==> src/rtl/pc_next_unit.sv <==
// Program-counter register and next-PC sequencer for the fetch path; optional delay slot under BRANCH_DELAY_SLOT_EN.
// Latency: redirect target on pc 1 cycle later (2 cycles with the delay slot); pc_plus4 is combinational.
// Backpressure: stall freezes pc, state and latched target and ignores redirects; FAULT is sticky until rst.
module pc_next_unit #(
    parameter int unsigned      WIDTH    = 32,
    parameter logic [WIDTH-1:0] RESET_PC = '0
) (
    input  logic             clk,
    input  logic             rst,
    input  logic             stall,
    input  logic             br_taken,
    input  logic [WIDTH-1:0] br_offset,
    input  logic             jmp,
    input  logic [25:0]      jmp_index,
    input  logic             jr,
    input  logic [WIDTH-1:0] jr_target,
    output logic [WIDTH-1:0] pc,
    output logic [WIDTH-1:0] pc_plus4,
    output logic             in_slot,
    output logic             fault
);

    localparam logic [WIDTH-1:0] PC_STEP = WIDTH'(4);

`ifdef BRANCH_DELAY_SLOT_EN
    typedef enum logic [1:0] {
        RUN   = 2'd0,
        SLOT  = 2'd1,
        FAULT = 2'd2
    } state_t;
`else
    typedef enum logic [1:0] {
        RUN   = 2'd0,
        FAULT = 2'd2
    } state_t;
`endif

    state_t           state_q;
    state_t           state_d;
    logic [WIDTH-1:0] pc_d;

    logic             redir_vld;
    logic [WIDTH-1:0] redir_tgt;
    logic             redir_misaligned;
    logic [WIDTH-1:0] br_tgt;
    logic [WIDTH-1:0] jmp_tgt;

`ifdef BRANCH_DELAY_SLOT_EN
    logic [WIDTH-1:0] lat_q;
    logic [WIDTH-1:0] lat_d;
`endif

    assign pc_plus4 = pc + PC_STEP;
    assign br_tgt   = pc_plus4 + br_offset;
    assign jmp_tgt  = {pc_plus4[WIDTH-1:28], jmp_index, 2'b00};

    // Priority jr > jmp > branch; only the winner's alignment matters.
    always_comb begin
        redir_vld = jr | jmp | br_taken;
        redir_tgt = br_tgt;
        if (jr) begin
            redir_tgt = jr_target;
        end else if (jmp) begin
            redir_tgt = jmp_tgt;
        end
        redir_misaligned = redir_vld & (|redir_tgt[1:0]);
    end

    always_comb begin
        state_d = state_q;
        pc_d    = pc;
`ifdef BRANCH_DELAY_SLOT_EN
        lat_d   = lat_q;
`endif
        case (state_q)
            RUN: begin
                if (!stall) begin
                    if (redir_misaligned) begin
                        state_d = FAULT;
                    end else if (redir_vld) begin
`ifdef BRANCH_DELAY_SLOT_EN
                        pc_d    = pc_plus4;
                        lat_d   = redir_tgt;
                        state_d = SLOT;
`else
                        pc_d    = redir_tgt;
`endif
                    end else begin
                        pc_d = pc_plus4;
                    end
                end
            end
`ifdef BRANCH_DELAY_SLOT_EN
            // Redirects seen during the slot are architecturally undefined and dropped.
            SLOT: begin
                if (!stall) begin
                    pc_d    = lat_q;
                    state_d = RUN;
                end
            end
`endif
            FAULT: begin
                state_d = FAULT;
            end
            default: begin
                state_d = FAULT;
            end
        endcase
    end

    always_ff @(posedge clk or posedge rst) begin
        if (rst) begin
            state_q <= RUN;
            pc      <= RESET_PC;
        end else begin
            state_q <= state_d;
            pc      <= pc_d;
        end
    end

`ifdef BRANCH_DELAY_SLOT_EN
    always_ff @(posedge clk or posedge rst) begin
        if (rst) begin
            lat_q <= '0;
        end else begin
            lat_q <= lat_d;
        end
    end

    assign in_slot = (state_q == SLOT);
`else
    assign in_slot = 1'b0;
`endif

    assign fault = (state_q == FAULT);

endmodule

==> config.mk <==
export PLATFORM = sky130hd
export DESIGN_NAME = pc_next_unit
export DESIGN_NICKNAME = d
export VERILOG_FILES = /design/src/rtl/pc_next_unit.sv
export SDC_FILE = /design/constraint.sdc
export NUM_CORES = 1
export LEC_CHECK = 0
export BUFFER_PORTS_ARGS = -buffer_cell sky130_fd_sc_hd__buf_4
export CAP_MARGIN = 10
export CORE_ASPECT_RATIO = 0.7
export CORE_UTILIZATION = 52
export DETAILED_ROUTE_END_ITERATION = 7
export PLACE_DENSITY = 0.83
export SETUP_SLACK_MARGIN = 0.4
export SKIP_CTS_REPAIR_TIMING = 1
export SLEW_MARGIN = 40
export SYNTH_ARGS = -nofsm -noshare
export SYNTH_HDL_FRONTEND = slang
export SYNTH_SLANG_ARGS = --single-unit
==> constraint.sdc <==
create_clock -name clk -period 4.25 [get_ports clk]
set_input_delay 0.425 -clock clk [delete_from_list [all_inputs] [get_ports clk]]
set_output_delay 0.425 -clock clk [all_outputs]
set_load 0.02 [all_outputs]
==> results.py <==
metrics = {
    "status": {
        "status": "completed",
    },
    "setup_path": {
        "startpoint_type": "register",
        "cpPeakStageDelay_ns": 0.50,
        "cp.arrival_ns": 4.03,
        "end_kind": "register",
        "path_cells": "and4_2 > nand4_4 > nor2_4 > buf_4 > and4_1 > xor2_2 > ha_1 > nand4_1 > nand2b_1 > o211ai_1 > a221oi_2 > a21oi_1 > or4b_1 > and3_1",
        "critical_path.max_fanout": 6,
        "crit_type": "reg2reg",
        "worstPathRequired_ns": 4.42,
        "crit_slowest_cell": "or4b_1",
    },
    "logic_synthesis": {
        "syn_nets": 769,
        "synthCells": 633,
        "synth_top_cells_by_area": "dfrtp_1, ha_1, a21oi_1",
        "yosys.area.top_type_share_pct": 17.6,
        "async_flop_share_pct": 100,
        "ys_seq_area_share_pct": 17.6,
        "ys_warn_count": 0,
        "yosys.area.top_type": "dfrtp_1",
        "avgSynthCellArea_sq_um": 7.40,
        "synth_edf_count": 0,
        "synth.distinct_cells": 77,
        "synthFlopType": "dfrtp_1",
        "synth-seq-cells": 33,
        "syn-cell-area_sq_um": 4690,
    },
    "timing": {
        "fin_ws_ns": 0.393,
        "fmax_mhz": 259,
        "finalCritPeriodShare_pct": 90.8,
        "clock_skew_ns": 0.00331,
        "finalSetupViolCount": 0,
        "setup_tns_ns": 0,
        "finalWorstPathRequiredPeriod_ns": 3.86,
        "rsz0062_at_grt": "true",
        "final-hold-violation-count": 0,
        "slew_violations": 0,
        "slew_headroom_pct": 61.7,
        "worst_slew_pin_slew_ns": 0.573,
        "holdWs_ns": 0.261,
    },
    "layout": {
        "antenna_cells": 0,
        "multi_input_area_sq_um": 3820,
        "drive_gt1_share_pct": 30.6,
        "layout_common_cells": "buf_4, nand2_1, a21oi_1, o21ai_0, nor2_1",
        "area_growth_pct": 35.2,
        "seq_area_sq_um": 840,
        "fin_nets": 915,
        "fillerInstances": 701,
        "post-route-util_pct": 73.8,
        "final_common_cell": "buf_4",
    },
    "routing": {
        "ant_nets": 0,
        "drtIter0Drc": 703,
        "wl_um": 17800,
        "dr.pass1.iters": 6,
        "drc": 0,
        "viasPerCell": 6.49,
        "routedWlPerCell_um": 19.8,
        "vias": 5838,
    },
    "die": {
        "die_h_um": 81.4,
        "fp.coreArea_sq_um": 8580,
        "io_pins": 162,
        "std_cell_rows": 28,
        "dieWidth_um": 115,
        "die-area_sq_um": 9400,
        "start_util_pct": 54.6,
    },
    "cts": {
        "numCtsBuffers": 5,
        "insertion_delay_ns": 0.28,
        "clockBufferDepth": 2,
        "clk_pin_slew_ns": 0.06,
        "clock-root-buffer": "clkbuf_16",
        "htreeDepth": 2,
        "cts_tree": "built",
        "clkSinkCount": 33,
    },
    "placed_design": {
        "portBuffers": 160,
        "hpwlAfterDp_um": 13300,
        "gp_congestion": 0.947,
        "preCtsSetupSlack_ns": 0.292,
    },
    "global_route": {
        "antenna_found_initial": 0,
        "first_global_vias": 5222,
        "grt_first_pass_wirelength_um": 26800,
        "grt-ovfl-total": 0,
        "grt.total_usage_pct": 37.1,
        "grt_max_degree": 42,
    },
    "pwr": {
        "power_density_nw_per_um2": 489,
        "ir_drop_mv": 0.262,
        "p_total_w": 0.00309,
        "leakage_nw": 2.86,
    },
    "run": {
        "cap_violations": 0,
    },
    "min_path": {
        "hold_path_class": "in2async",
    },
}
## final cells by class
type	instances	area share (%)
Multi-Input combinational cell	548	60.4
Timing Repair Buffer	177	21.0
Sequential cell	33	13.3
Tap cell	120	2.37
Clock buffer	6	2.03
Inverter	14	0.830
Clock inverter	2	0.158
## synth_stat cells (4+ instances only)
library cell / count
nand4_1: 14
buf_1: 4
or3_1: 4
and3_1: 9
a31oi_1: 5
and4_1: 4
inv_1: 14
o31ai_1: 8
nor3_1: 14
a21o_1: 18
mux2i_1: 4
nand2_1: 76
nor2_1: 41
xnor2_1: 28
nand2b_1: 5
a21oi_1: 71
o22ai_1: 5
buf_4: 4
ha_1: 39
dfrtp_1: 33
a32oi_1: 6
o211ai_1: 13
clkbuf_1: 27
o21a_1: 11
o21ai_0: 50
xor2_1: 22
a211oi_1: 8
nand3_1: 19
## final timing paths
check | from | end | slack, ns | cells after the start
worst max-delay path | pc[3] | pc[30] | 0.39 | 14
worst min-delay path | rst | state_q[1] | 0.26 | 3
worst max register to register | pc[3] | pc[30] | 0.39 | 14
worst min register to register | state_q[1] | state_q[1] | 0.56 | 1
max in group asynchronous | rst | pc[15] | 3.61 | 3
min in group clk | jr_target[12] | pc[12] | 0.42 | 3
## cells by family after synthesis
logic type	after synthesis	synth area share, %
other	1	0.0800
multiplexers	4	0.855
XOR/XNOR	50	9.35
flip-flops	33	17.6
AND/OR/NAND/NOR	213	23.5
AO/OA/AOI/OAI	240	33.2
buffers and inverters	52	4.57
adder cells (fa/ha/maj)	40	10.8
## report_power, final
group / internal (W) / total [W] / switching, W / leakage [nW]
Clock: 0.000216 / 0.000370 / 0.000154 / 0.0706
Sequential: 0.000408 / 0.000612 / 0.000204 / 0.393
Combinational: 0.000889 / 0.00211 / 0.00122 / 2.40
Total: 0.00151 / 0.00309 / 0.00158 / 2.86
## layer usage
layer	share of wire, %	global-route usage [%]	vias to the layer above
met3	12	7.53	47
met1	43	51.5	2710
met2	43	58.1	425
met5	0	0	-
met4	2.6	11.2	0
li1	-	-	2656
## registers in the layout, summed over array words and instances (netlist names)
register	cells
state_q	1
pc	32
## worst max-delay path: cells and delay by family, from the launching register on
family,cells,cell delay [ns]
buffers and inverters,1,0.16
DFF,1,0.43
xor gates and xnor gates,1,0.24
AOI/OAI and AO/OA,3,0.63
adders and majority gates,1,0.32
and+or+nand+nor,8,1.97
## per-stage QoR
stage	instances	area [sq um]
global placement	882	5980
global route	900	6330
CTS	890	6120
detailed placement	882	5980
finish	900	6330
floorplan	633	4730
(Power assumes the default switching activity.)
